[config.mk]
export PLATFORM = sky130hd
export DESIGN_NAME = sram_pixel_writer
export DESIGN_NICKNAME = d
export VERILOG_FILES = /design/src/rtl/sram_pixel_writer.sv
export SDC_FILE = /design/constraint.sdc
export NUM_CORES = 1
export LEC_CHECK = 0
export ABC_AREA = 1
export BUFFER_PORTS_ARGS = -buffer_cell sky130_fd_sc_hd__buf_2
export CORE_MARGIN = 3
export CORE_UTILIZATION = 63
export CTS_CLUSTER_DIAMETER = 100
export DETAILED_ROUTE_END_ITERATION = 16
export PLACE_DENSITY_LB_ADDON = 0.2
export SYNTH_ARGS = -nofsm -noshare
export SYNTH_HDL_FRONTEND = slang
export SYNTH_SLANG_ARGS = --single-unit
[constraint.sdc]
create_clock -name clk -period 4.5 [get_ports clk]
set_clock_uncertainty 0.15 [all_clocks]
set_input_delay 1.125 -clock clk [delete_from_list [all_inputs] [get_ports clk]]
set_output_delay 1.125 -clock clk [all_outputs]
set_load 0.02 [all_outputs]
[src/rtl/sram_pixel_writer.sv]
// Queues pixel write requests in a small FIFO and replays them to an asynchronous SRAM
// as SETUP/WRITE/HOLD strobe sequences, yielding the bus whenever the display reader owns it.
module sram_pixel_writer #(
    parameter int FIFO_DEPTH = 4,
    parameter int ADDR_W     = 20
) (
    input  logic                          clk,
    input  logic                          rst,
    input  logic                          pix_valid,
    input  logic [ADDR_W-1:0]             pix_addr,
    input  logic [15:0]                   pix_data,
    output logic                          pix_ready,
    input  logic                          vga_busy,
    output logic [ADDR_W-1:0]             sram_addrW,
    output logic [15:0]                   sram_dqW,
    output logic                          ce_n,
    output logic                          oe_n,
    output logic                          we_n,
    output logic                          ub_n,
    output logic                          lb_n,
    output logic                          wr_done,
    output logic [$clog2(FIFO_DEPTH):0]   fifo_count,
    output logic [1:0]                    fsm_state
);

    localparam int PTR_W   = $clog2(FIFO_DEPTH);
    localparam int CNT_W   = PTR_W + 1;
    localparam int ENTRY_W = ADDR_W + 16;

    typedef enum logic [1:0] {
        IDLE  = 2'd0,
        SETUP = 2'd1,
        WRITE = 2'd2,
        HOLD  = 2'd3
    } state_t;

    state_t state, state_next;

    logic [ENTRY_W-1:0] fifo_mem [FIFO_DEPTH];
    logic [PTR_W-1:0]   wr_ptr;
    logic [PTR_W-1:0]   rd_ptr;
    logic [CNT_W-1:0]   count;
    logic               push;
    logic               pop;
    logic               can_start;

    // Handshake: a pixel is taken on a rising edge where pix_valid && pix_ready;
    // pix_ready depends only on registered occupancy, never on pix_valid.
    assign pix_ready  = (count != CNT_W'(FIFO_DEPTH));
    assign push       = pix_valid && pix_ready;
    assign can_start  = (count != '0) && !vga_busy;
    assign fifo_count = count;
    assign fsm_state  = state;

    always_ff @(posedge clk) begin
        if (push) begin
            fifo_mem[wr_ptr] <= {pix_addr, pix_data};
        end
    end

    always_ff @(posedge clk or posedge rst) begin
        if (rst) begin
            wr_ptr <= '0;
            rd_ptr <= '0;
            count  <= '0;
        end else begin
            if (push) begin
                wr_ptr <= wr_ptr + PTR_W'(1);
            end
            if (pop) begin
                rd_ptr <= rd_ptr + PTR_W'(1);
            end
            case ({push, pop})
                2'b10:   count <= count + CNT_W'(1);
                2'b01:   count <= count - CNT_W'(1);
                default: count <= count;
            endcase
        end
    end

    // Address/data are captured once at the pop and held through WRITE and HOLD,
    // giving setup and hold margin around the we_n pulse.
    always_ff @(posedge clk or posedge rst) begin
        if (rst) begin
            sram_addrW <= '0;
            sram_dqW   <= '0;
        end else if (pop) begin
            {sram_addrW, sram_dqW} <= fifo_mem[rd_ptr];
        end
    end

    always_ff @(posedge clk or posedge rst) begin
        if (rst) begin
            state <= IDLE;
        end else begin
            state <= state_next;
        end
    end

    always_comb begin
        state_next = state;
        pop        = 1'b0;
        case (state)
            IDLE: begin
                if (can_start) begin
                    pop        = 1'b1;
                    state_next = SETUP;
                end
            end
            SETUP: state_next = WRITE;
            WRITE: state_next = HOLD;
            HOLD: begin
                if (can_start) begin
                    pop        = 1'b1;
                    state_next = SETUP;
                end else begin
                    state_next = IDLE;
                end
            end
            default: state_next = IDLE;
        endcase
    end

    // Strobes decode straight from the state register so reset releases we_n immediately.
    assign we_n    = (state != WRITE);
    assign oe_n    = (state != IDLE);
    assign wr_done = (state == HOLD);
    assign ce_n    = 1'b0;
    assign ub_n    = 1'b0;
    assign lb_n    = 1'b0;

endmodule

# Yosys cells after proc, flatten, opt, wreduce, memory -nomap -nowiden
# Memories as Yosys holds them, arrays and structs flattened. A register that Yosys moved wholly into a read port is not among the register bits.
# Cells that the tools add are included.
# Widths: inputs -> output; s select.
[totals] ram_bits=144 memories=1 input_bits=40 out_inout_bits=48 ff_bits=9 wordCells=33
[op_classes] n_mux=8 eq_ne=8 n_reduce_logical=8 add_sub_neg=4
[memory_table] name="fifo_mem" words=4 width=36 rd=1 rd_clocked_by_memory_dff=1 wr=1 line_no="39" text="logic [ENTRY_W-1:0] fifo_mem [FIFO_DEPTH];"
[op_table] cell="$pmux 2 s4" count=1
[op_table] cell="$eq 2x2->1 const B" count=3
[op_table] cell="$pmux 3 s2" count=1
[op_table] cell="$mux 1" count=5
[op_table] cell="$add 2x1->2 const B" count=2
[op_table] cell="$eq 2x1->1 const B" count=2
[op_table] cell="$ne 2x2->1 const B" count=2
[op_table] cell="$reduce_bool 2->1" count=2
[op_table] cell="$add 3x1->3 const B" count=1
[op_table] cell="$ne 3x3->1 const B" count=1
[op_table] cell="$reduce_bool 3->1" count=1
[op_table] cell="$sub 3x1->3 const B" count=1
[op_table] cell="$logic_and 1x1->1" count=2
[op_table] cell="$logic_not 2->1" count=1
[op_table] cell="$mux 2" count=1
[op_table] cell="$reduce_or 2->1" count=1
[op_table] cell="$logic_not 1->1" count=1

# Longest topological paths before layout
# Gate-level depths: netlist of run 1.
[depth] ltp_word=6 depth_mapped=11 ltp_nobuf=10

# Worst setup path after synthesis of run 1
# Ideal clock, no wire load.
[synth_path] path_type="input -> register" from="in pix_valid" to="mem fifo_mem[0][0] (netlist name) (enable)" n_path_buf=0 setup_slack_ps=1154 setup_ps=429 required_ps=3921 t_arrival_ps=2767 cell_stages=2 cell_sequence="nand2_2 -> nor2_1"
[synth_between] elab_chain_len=3
[synth_rtl] item="start, declared" line_no="9" text="input logic pix_valid,"
[synth_rtl] item="$logic_and 1x1->1" line_no="50" text="assign push = pix_valid && pix_ready;"
[synth_rtl] item="$mux 1" line_no="56" text="if (push) begin"
[synth_rtl] item="$mux 1 (not written as such)" line_no="57" text="fifo_mem[wr_ptr] <= {pix_addr, pix_data};"
[synth_rtl] item="end, declared" line_no="39"
# Every way passes these cells.

# Final worst setup path of run 1
[layout_path] from="reg state[0], in the netlist fsm_state[0]" to="reg count[2], in the netlist fifo_count[2]"
[layout_between] elab_chain_len=5 elab_cells_between_ends=8 classes_between="3 x eq/ne; 2 x mux; 3 x reduce/logical"
[layout_rtl] item="start, declared" line_no="37" text="state_t state, state_next;"
[layout_rtl] item="start signal, assigned" line_no="96" text="state <= state_next;"
[layout_rtl] item="$eq 2x2->1 / $logic_not 2->1 (equally long branches)" line_no="103" text="case (state)"
[layout_rtl] item="$reduce_or 2->1 (no line) *"
[layout_rtl] item="$mux 1 *"
[layout_rtl] item="$eq 2x1->1 / $eq 2x2->1 (equally long branches)" line_no="73" text="case ({push, pop})"
[layout_rtl] item="$pmux 3 s2 / $reduce_bool 2->1 (equally long branches)"
[layout_rtl] item="end signal, assigned" line_no="74" text="2'b10: count <= count + CNT_W'(1);"
[layout_rtl] item="end signal, assigned" line_no="75" text="2'b01: count <= count - CNT_W'(1);"
[layout_rtl] item="end signal, assigned" line_no="76" text="default: count <= count;"
[layout_rtl] item="end, declared" line_no="42" text="logic [CNT_W-1:0] count;"
# Every way passes the cells marked *; elsewhere a longest branch is shown, timed or not.
# A chain may end at the register's enable or synchronous reset.

==> results of run 1 <==
[per-layer routing]
metal / up-vias / share of wire, %
met2: 187 / 51
li1: 2359 / -
met3: 19 / 6.6
met1: 2361 / 41
met4: 0 / 1.6
met5: - / 0
[power groups by stage]
stage	combinational, mW	clock [mW]	sequential (mW)
final	2.21	1.33	2.58
after detailed placement	2.21	0	2.60
after global routing	2.49	1.43	2.62
after CTS	2.24	1.34	2.57
after global placement	2.12	0	2.58
after floorplan	1.47	0	2.78
[per-stage QoR]
stage / instances / total power, mW / setup WS, ns / area [µm²] / utilization (%)
after global routing: 915 / 6.53 / 0.913 / 8760 / 74.8
after CTS: 915 / 6.16 / 1.12 / 8760 / 74.8
after floorplan: 682 / 4.25 / 1.15 / 7780 / -
after global placement: 883 / 4.70 / 0.773 / 8250 / 70.4
final: 916 / 6.12 / 1.09 / 8760 / 74.8
after detailed placement: 883 / 4.81 / 0.676 / 8250 / 70.4
[sequential cells by signal (all words and copies together) (netlist names)]
register / count
wr_ptr: 2
rd_ptr: 2
sram_dqW: 16
fsm_state: 2
fifo_mem: 144
sram_addrW: 20
fifo_count: 3
[cell type report]
class                      instances  share of cell area, %
sequential                       189                   62.3
multi-input combinational        406                   22.1
antenna                            1                 0.0286
inverter                          54                   2.34
clock buffer                      28                   5.33
timing repair buffer              91                   5.40
clock inverter                     4                  0.514
tap                              143                   2.04
[worst min path at each step]
| stage | start | endpoint | slack (ns) | depth (start not counted) |
|---|---|---|---|---|
| after floorplan | fifo_mem[2][16] | sram_addrW[0] | 0.39 | 4 |
| after global placement | sram_dqW[2] | sram_dqW[2] | 0.31 | 2 |
| after detailed placement | sram_addrW[10] | sram_addrW[10] | 0.31 | 2 |
| after CTS | sram_dqW[5] | sram_dqW[5] | 0.33 | 2 |
| after global routing | sram_addrW[9] | sram_addrW[9] | 0.35 | 2 |
| final | sram_addrW[18] | sram_addrW[18] | 0.32 | 2 |
[kinds of logic (layout without fill, tap and decap cells)]
| logic type | after synthesis | after routing |
|---|---|---|
| AO/OA/AOI/OAI | 42 | 42 |
| XOR/XNOR | 5 | 5 |
| adder cells (fa/ha/maj) | 10 | 10 |
| buffers and inverters | 87 | 177 |
| flip-flops | 189 | 189 |
| other | 1 | 4 |
| AND/OR/NAND/NOR | 346 | 346 |
[worst max-delay path: cells and delay by family (launching register included)]
family                     cells  cell delay [ns]
xor gates and xnor gates       1             0.14
DFF                            1             0.43
adders and majority gates      3             0.94
and+or+nand+nor                3             0.91
buffers and inverters          3             0.74
[layout by cell type, fill, tap and decap left out]
cell type,synthesis,layout
nand2_1,226,226
edfxtp_1,144,144
buf_2,15,84
nor2_1,78,74
inv_1,52,51
dfrtp_1,45,43
o211ai_1,36,36
or2_2,18,18
clkbuf_16,0,17
clkbuf_1,2,11
or2_1,10,10
or2_0,9,9
ha_1,9,9
buf_4,10,7
o21ai_0,4,4
nor2_4,0,4
xor2_1,3,3
conb_1,1,3
clkinv_2,0,3
nand2_2,2,2
inv_2,1,2
xnor2_1,2,2
a21oi_1,2,2
diode_2,0,1
nor2_2,1,1
nand3b_4,1,1
inv_4,1,1
nand3_1,1,1
fa_1,1,1
bufinv_16,0,1
dfrtp_4,0,1
dfrtp_2,0,1
==> impl_results.md, run 1 <==
- Status: completed
- Most frequent cell after synthesis: nand2_1
- Max-cap viol count: 0
- Vias: 4926
- Clk buf depth: 2
- Core Rows: 39
- Type of the worst min-delay path: flop to flop
- Die height: 117 µm
- Final #Nets: 809
- DR vias/cell: 5.38
- Sw frac: 37.4%
- Max incr delay on CP: 0.56 ns
- Final setup violating endpoints: 0
- Mux share of post-synthesis cell area: 0%
- DRT antenna net count: 0
- Synth unique cells: 27
- Unrepaired setup endpoints after global routing: false
- Fmax: 293 MHz
- Largest family of logic cells by synthesized area: simple AND/OR/NAND/NOR gates
- Final Hold Violating Endpoints: 0
- I/O Buffers: 84
- Area contributors post-synth: edfxtp_1, dfrtp_1, nand2_1, nor2_1, o211ai_1
- CP arrival: 3.61 ns
- Cells after synthesis: 680
- GR Util met1: 29.6%
- Clock latency at the later pin of the worst-skew pair: 0.43 ns
- Post-CTS Resized: 0
- EDFF count, synth: 144
- Hpwl dp: 8490 µm
- Syn_area_per_cell: 11.4 µm²
- Synth area leader: edfxtp_1
- Post-synth ARST share: 23.8%
- Post-synth top cells: nand2_1, edfxtp_1, nor2_1
- Met3 usage in global routing: 5.30%
- Total wire length: 14900 µm
- Worst-Margin Slew: 1.11 ns
- Internal power: 3.83 mW
- RR Startpoint: fsm_state[0]
- Power Dens Cells: 699 mW/mm²
- WS Path Type: flop to flop
- CP max FO: 40
- Synth Area in Adders: 1.71%
- Pins Over Slew Limit: 0
- Crit path capture: fifo_count[2]
- Slew margin rel.: 26.3%
- TritonCTS clock tree: done
- First-pass GRT wire length: 23200 µm
- Combinational Power Share: 36.1%
- Min cycle time layout: 3.41 ns
- Register area: 0.00546 mm²
- Core box area: 0.0117 mm²
- # Post-CTS Setup Buffers: 0
- Slowest cell on crit path: inv_4
- Clock share of power: 21.8%
- # DRC: 0
- TritonCTS Sinks: 189
- Req. time, crit path: 4.70 ns
- Worst-path cell chain: inv_1 > ha_1 > nand3b_4 > inv_4 > ha_1 > inv_1 > fa_1 > or2_2 > nand2_1 > xor2_1
- Layout cells sized above 1: 18.5%
- H-tree depth: 4
- IO Count: 88
- Cts bufs inserted: 17
- Setup TNS: 0 ns
- Top FF cell, synth: edfxtp_1
- Synth Warn #: 0
- Root buffer cell: clkbuf_16
- Crit end category: flop
- Synthesized cell area: 0.00777 mm²
- Vias in the first global route: 4657
- Startpoint Class: flop
- DRT Pass-1 Iters: 6
- CP startpoint: fsm_state[0]
- Worst r2r dst: fifo_count[2]
- Seq/Total Area, Yosys: 70.1%
- Routed len/inst: 16.2 µm
- Grt total ovfl: 0
- Worst r2r path cells: 10
- Die Area: 0.0137 mm²
- Layout area overhead: 12.7%
- Fillcell total: 762
- Yosys reg bits: 189
- Die Wd: 117 µm
- Initial Utilization: 66.4%
- Multi-input gate area: 0.00193 mm²
- Most Used Layer, Global Route: met2
- Static leakage: 3.81 nW
- Sw power: 2.29 mW
- Clk slew on worst S/H paths: 0.06 ns
- Synth Area in Compound Gates: 3.86%
- Met2 Usage GRT: 38.2%
- Initial DRC count: 351
- Yosys top cell area share: 55.6%
- Total track usage: 22.9%
- Antenna violations before repair: 0
- Simple-gate share of the synthesized area: 18.2%
- Crit share post-route: 75.7%
- Largest net degree at the start of global routing: 110
- Seq pwr share: 42.1%
- Gpl congestion: 0.724
- Hold Buf Count CTS: 0
- VDD IR max: 0.445 mV
- XOR/XNOR Fraction of Synth Area: 0.564%
- Worst hold slack: 0.322 ns
- Setup slack, reg-to-reg: 1.09 ns
(Power assumes the default switching activity.)
==> run 2, diff against run 1 <==
--- a/config.mk
+++ b/config.mk
@@ -5,10 +5,10 @@
 export SDC_FILE = /design/constraint.sdc
 export NUM_CORES = 1
 export LEC_CHECK = 0
-export ABC_AREA = 1
+export ABC_AREA = 0
 export BUFFER_PORTS_ARGS = -buffer_cell sky130_fd_sc_hd__buf_2
 export CORE_MARGIN = 3
-export CORE_UTILIZATION = 63
+export CORE_UTILIZATION = 52
 export CTS_CLUSTER_DIAMETER = 100
 export DETAILED_ROUTE_END_ITERATION = 16
 export PLACE_DENSITY_LB_ADDON = 0.2
==> constraint.sdc (replaced) <==
create_clock -name clk -period 2.75 [get_ports clk]
set_clock_uncertainty 0.15 [all_clocks]
set_input_delay 0.6875 -clock clk [delete_from_list [all_inputs] [get_ports clk]]
set_output_delay 0.6875 -clock clk [all_outputs]
set_load 0.02 [all_outputs]
==> impl_results.md, run 2 <==
- Max incr delay on CP: 0.47 ns
- Initial DRC count: 211
- Setup TNS: 0 ns
- ANT cells: 0
- Top cell family by delay on the critical path: simple AND/OR/NAND/NOR gates
- Die Area: 0.0154 mm²
- Most frequent cell after synthesis: edfxtp_1
- Final setup violating endpoints: 0
- Max-cap viol count: 0
- Post-Place Setup Slack: 0.331 ns
- CP Buf/Inv Count: 2
- I/O Buffers: 84
- IO Count: 88
- Worst r2r path cells: 9
- CP max FO: 6
- Most frequent cells in the layout: edfxtp_1, buf_2, dfrtp_1
- Synth unique cells: 30
- TritonCTS Sinks: 189
- TritonCTS clock tree: done
- Cells after synthesis: 324
- Area contributors post-synth: edfxtp_1, dfrtp_1, mux4_2, mux2_2, mux2_4
- Synth Warn #: 0
- Power Dens Cells: 1160 mW/mm²
- CP arrival: 2.64 ns
- Clk slew on worst S/H paths: 0.06 ns
- Yosys top cell area share: 59.7%
- Static leakage: 3.15 nW
- Crit path capture: fifo_count[2]
- DRT Pass-1 Iters: 4
- Gpl congestion: 0.798
- Cts bufs inserted: 17
- Largest regs: fifo_mem: 144 flops, sram_addrW: 20 flops, sram_dqW: 16 flops
- Die height: 124 µm
- Setup slack, reg-to-reg: 0.31 ns
- H-tree depth: 4
- Root buffer cell: clkbuf_16
- EDFF count, synth: 144
- Layout cells sized above 1: 47.8%
- Min cycle time layout: 2.44 ns
- Final Hold Violating Endpoints: 0
- Total wire length: 12400 µm
- Combinational Power Share: 33.7%
- Routed len/inst: 20.1 µm
- Commonest non-fill, non-tap cell in the layout: edfxtp_1
- Initial Utilization: 53.8%
- Hold Buf Count CTS: 1
- Setup ws final: 0.307 ns
- Syn_area_per_cell: 22.3 µm²
- Synth area leader: edfxtp_1
- Post-CTS Resized: 0
- Startpoint Class: flop
- Worst-path cell chain: or3b_4 > and2_4 > inv_1 > ha_1 > inv_1 > fa_1 > xor2_1 > nor2_1 > xor2_1
- Largest Register: fifo_mem
- CP Depth: 9
- Sw frac: 31.0%
- Final instance area: 0.00846 mm²
- Largest net degree at the start of global routing: 38
- Fmax: 409 MHz
- Status: completed
- Seq/Total Area, Yosys: 75.3%
- # Post-CTS Setup Buffers: 0
- Slew margin rel.: 58.6%
- Synthesized cell area: 0.00724 mm²
- Hpwl dp: 7520 µm
- Total Power: 9.82 mW
- WS Path Type: flop to flop
- Core box area: 0.0135 mm²
- Clock share of power: 22.8%
- Post-layout util: 62.9%
- Layout area overhead: 16.9%
- Slowest cell on crit path: dfrtp_1
- Worst r2r dst: fifo_count[2]
- Internal power: 6.78 mW
- Total track usage: 17.6%
- Yosys reg bits: 189
- DR vias/cell: 5.38
- Vias in the first global route: 3499
- Vias: 3322
- Final #Nets: 478
- # DRC: 0
- Crit share post-route: 88.8%
- Grt total ovfl: 0
- Unrepaired setup endpoints after global routing: false
- Top FF cell, synth: edfxtp_1
- Antenna violations before repair: 1
- Req. time, crit path: 2.94 ns
- Type of the worst min-delay path: input port to flop
- Post-synth ARST share: 23.8%
- Worst-Margin Slew: 0.622 ns
- Placed instance area: 0.00791 mm²
- Max FFs per register: 144
- Seq pwr share: 43.5%
- Post-synth top cells: edfxtp_1, dfrtp_1, mux4_2
- Pins Over Slew Limit: 0
- RR Startpoint: fifo_count[0]
- Core Rows: 42
- CP startpoint: fifo_count[0]
- First-pass GRT wire length: 19200 µm
- Sw power: 3.04 mW
- DRT antenna net count: 0
- VDD IR max: 0.505 mV
- Clock latency at the later pin of the worst-skew pair: 0.42 ns
- Die Wd: 124 µm
- Clk buf depth: 2
- Crit end category: flop
[run 2: cell count changes in the layout (fill, tap and decap cells not counted), moves of 29 or more]
cell / change
inv_1: -41
mux4_2: +35
mux2_2: +29
o211ai_1: -36
nand2_1: -226
nor2_1: -72
[run 2: cell type report]
type | count | area (µm²)
Multi-Input combinational cell | 111 | 1630
Timing Repair Buffer | 98 | 578
Inverter | 11 | 41.3
Clock inverter | 12 | 96.3
Clock buffer | 20 | 447
Fill cell | 993 | 4990
Tap cell | 176 | 220
Sequential cell | 189 | 5450
[run 2: worst register-to-register path, delay by kind of cell, from the launching register on]
| family | cells | cell delay (ns) |
|---|---|---|
| simple gates | 3 | 0.76 |
| flops | 1 | 0.47 |
| fa+ha+maj | 2 | 0.56 |
| buf+inv | 2 | 0.13 |
| xor+xnor | 2 | 0.31 |
[run 2: layer usage]
layer | vias to the layer above | GRT usage, % | wire (µm)
li1 | 1495 | - | -
met1 | 1728 | 22.8 | 5190
met2 | 78 | 28.7 | 6420
met3 | 19 | 4.95 | 556
met4 | 2 | 6.91 | 220
met5 | - | 0 | 13
[run 2: kinds of logic (layout without fill, tap and decap cells)]
family / Yosys count / after routing / share of synthesized area, %
xor gates and xnor gates: 6 / 6 / 0.726
DFF: 189 / 189 / 75.3
other: 1 / 3 / 0.0518
adders and majority gates: 10 / 10 / 1.83
AOI/OAI and AO/OA: 3 / 3 / 0.346
and+or+nand+nor: 14 / 14 / 1.52
muxes: 75 / 75 / 17.8
buffers and inverters: 26 / 141 / 2.45
[run 2: power by group through the flow]
stage	sequential [mW]	clock, mW	combinational, mW
after floorplan	4.62	0	2.14
after global placement	4.28	0	3.34
after detailed placement	4.32	0	3.39
after CTS	4.27	2.29	3.39
after global routing	4.34	2.41	3.61
final	4.27	2.24	3.31
[run 2: worst min-delay path by stage]
stage                    from              end  slack, ns  cells past startpoint
3_3_place_gp   sram_addrW[12]   sram_addrW[12]       0.33                      1
6_report         pix_addr[17]  fifo_mem[1][33]       0.33                      1
4_1_cts          pix_addr[17]  fifo_mem[2][33]       0.31                      1
3_5_place_dp    sram_addrW[6]    sram_addrW[6]       0.34                      1
5_1_grt           pix_data[0]   fifo_mem[2][0]       0.31                      1
2_1_floorplan       wr_ptr[1]        wr_ptr[1]       0.38                      1
[run 2: per-stage QoR]
step                hold slack (ns)  std cells
floorplan                     0.385        326
global placement              0.334        584
detailed placement            0.342        584
CTS                           0.309        617
global route                  0.307        617
finish                        0.326        617
==> run 3, diff against run 2 <==
--- a/config.mk
+++ b/config.mk
@@ -5,13 +5,13 @@
 export SDC_FILE = /design/constraint.sdc
 export NUM_CORES = 1
 export LEC_CHECK = 0
-export ABC_AREA = 0
+export ABC_AREA = 1
 export BUFFER_PORTS_ARGS = -buffer_cell sky130_fd_sc_hd__buf_2
 export CORE_MARGIN = 3
 export CORE_UTILIZATION = 52
 export CTS_CLUSTER_DIAMETER = 100
 export DETAILED_ROUTE_END_ITERATION = 16
-export PLACE_DENSITY_LB_ADDON = 0.2
+export PLACE_DENSITY = 0.72
 export SYNTH_ARGS = -nofsm -noshare
 export SYNTH_HDL_FRONTEND = slang
 export SYNTH_SLANG_ARGS = --single-unit
==> impl_results.md, run 3 (synthesized netlist as in run 1, its figures left out) <==
- Crit share post-route: 88.9%
- Clk buf depth: 2
- Largest Register: fifo_mem
- Die Wd: 128 µm
- Fmax: 409 MHz
- Final setup violating endpoints: 0
- Status: completed
- Worst-Margin Slew: 0.758 ns
- Grt total ovfl: 0
- Vias: 4855
- Final #Nets: 815
- Total Power: 10.2 mW
- Antenna violations before repair: 3
- Slowest cell on crit path: dfrtp_1
- Worst-path cell chain: inv_1 > ha_1 > nand3b_4 > inv_4 > ha_1 > inv_1 > fa_1 > or2_2 > nand2_1 > xor2_1
- Gpl congestion: 0.770
- Max-cap viol count: 0
- Power Dens Cells: 1140 mW/mm²
- Crit end category: flop
- Min cycle time layout: 2.44 ns
- Setup ws final: 0.307 ns
- Static leakage: 3.88 nW
- DR vias/cell: 5.04
- Core box area: 0.0146 mm²
- IO Count: 88
- Most Used Layer, Global Route: met2
- Slew margin rel.: 49.5%
- I/O Buffers: 84
- Most frequent cells in the layout: nand2_1, edfxtp_1, buf_2
- Initial DRC count: 288
- Die height: 128 µm
- Placed cells: 930
- Initial Utilization: 53.3%
- Max FFs per register: 144
- Startpoint Class: flop
- Cts bufs inserted: 17
- Routed len/inst: 15.4 µm
- Layout cells sized above 1: 20.6%
- Unrepaired setup endpoints after global routing: false
- H-tree depth: 4
- Final Hold Violating Endpoints: 0
- Post-CTS Resized: 0
- Worst hold slack: 0.0968 ns
- # DRC: 0
- Met2 Usage GRT: 31.2%
- Total wire length: 14900 µm
- Total track usage: 18.9%
- TritonCTS clock tree: done
- CP arrival: 2.65 ns
- DRT Pass-1 Iters: 4
- DRT antenna net count: 0
- CP max FO: 5
- GR Util met1: 23.5%
- WS Path Type: flop to flop
- # Post-CTS Setup Buffers: 0
- Clock latency at the later pin of the worst-skew pair: 0.43 ns
- Layout area overhead: 15.3%
- Setup TNS: 0 ns
- Hpwl dp: 8920 µm
- Req. time, crit path: 2.96 ns
- Post-route insts no fill: 963
- VDD IR max: 0.536 mV
- First-pass GRT wire length: 23700 µm
- Hold Buf Count CTS: 0
- Commonest non-fill, non-tap cell in the layout: nand2_1
- Post-Place Setup Slack: 0.313 ns
- Largest net degree at the start of global routing: 86
- Die Area: 0.0164 mm²
- Vias in the first global route: 4910
- Core Rows: 44
- Met3 usage in global routing: 5.08%
- Pins Over Slew Limit: 0
- Type of the worst min-delay path: input port to asynchronous set/reset pin
- Max incr delay on CP: 0.41 ns
- Root buffer cell: clkbuf_16
- Largest regs: fifo_mem: 144 flops, sram_addrW: 20 flops, sram_dqW: 16 flops
- TritonCTS Sinks: 189
- Clk slew on worst S/H paths: 0.07 ns
## run 3: cell count changes in the layout (fill, tap and decap cells not counted), moves of 29 or more
cell | before | now
nand2_1 | 0 | 226
nor2_1 | 2 | 74
inv_1 | 10 | 51
o211ai_1 | 0 | 36
mux4_2 | 35 | 0
mux2_2 | 29 | 0
## run 3: through the flow
| stage | util, % | cell area, µm² |
|---|---|---|
| 6_report | 61.4 | 8960 |
| 3_5_place_dp | 57.6 | 8410 |
| 3_3_place_gp | 57.6 | 8410 |
| 5_1_grt | 61.4 | 8960 |
| 4_1_cts | 61.4 | 8960 |
| 2_1_floorplan | - | 7780 |
## run 3: where the power goes
| part | leakage, nW | switching, mW | internal, mW | total, mW |
|---|---|---|---|---|
| logic | 1.74 | 2.38 | 1.24 | 3.63 |
| registers | 1.87 | 0.412 | 3.88 | 4.29 |
| clock network | 0.271 | 1.11 | 1.19 | 2.30 |
## run 3: final timing paths
check	startpoint	end	slack (ns)	cells past startpoint
setup / recovery	fsm_state[0]	fifo_count[2]	0.31	10
hold / removal	rst	sram_addrW[2]	0.1	2
setup reg to reg	fsm_state[0]	fifo_count[2]	0.31	10
hold reg to reg	sram_dqW[2]	sram_dqW[2]	0.32	2
max in group asynchronous	rst	rd_ptr[0]	1.75	3
min in group clk	pix_addr[7]	fifo_mem[3][23]	0.32	1
## run 3: layer usage
metal,wire (µm),vias up
met4,163,4
met1,6450,2320
met2,7340,128
li1,-,2385
met3,872,18
met5,23,-
## run 3: worst max-delay path: cells and delay by family, from the launching register on
family | cells | cell delay, ns
simple gates | 3 | 0.57
flops | 1 | 0.41
xor+xnor | 1 | 0.14
fa+ha+maj | 3 | 0.86
buf+inv | 3 | 0.23
## run 3: layout make-up
type,count,area (µm²)
Clock inverter,15,129
Fill cell,1104,5630
Clock buffer,17,425
Tap cell,184,230
Antenna cell,1,2.50
Multi-Input combinational cell,406,1930
Inverter,54,205
Timing Repair Buffer,97,581
Sequential cell,189,5460
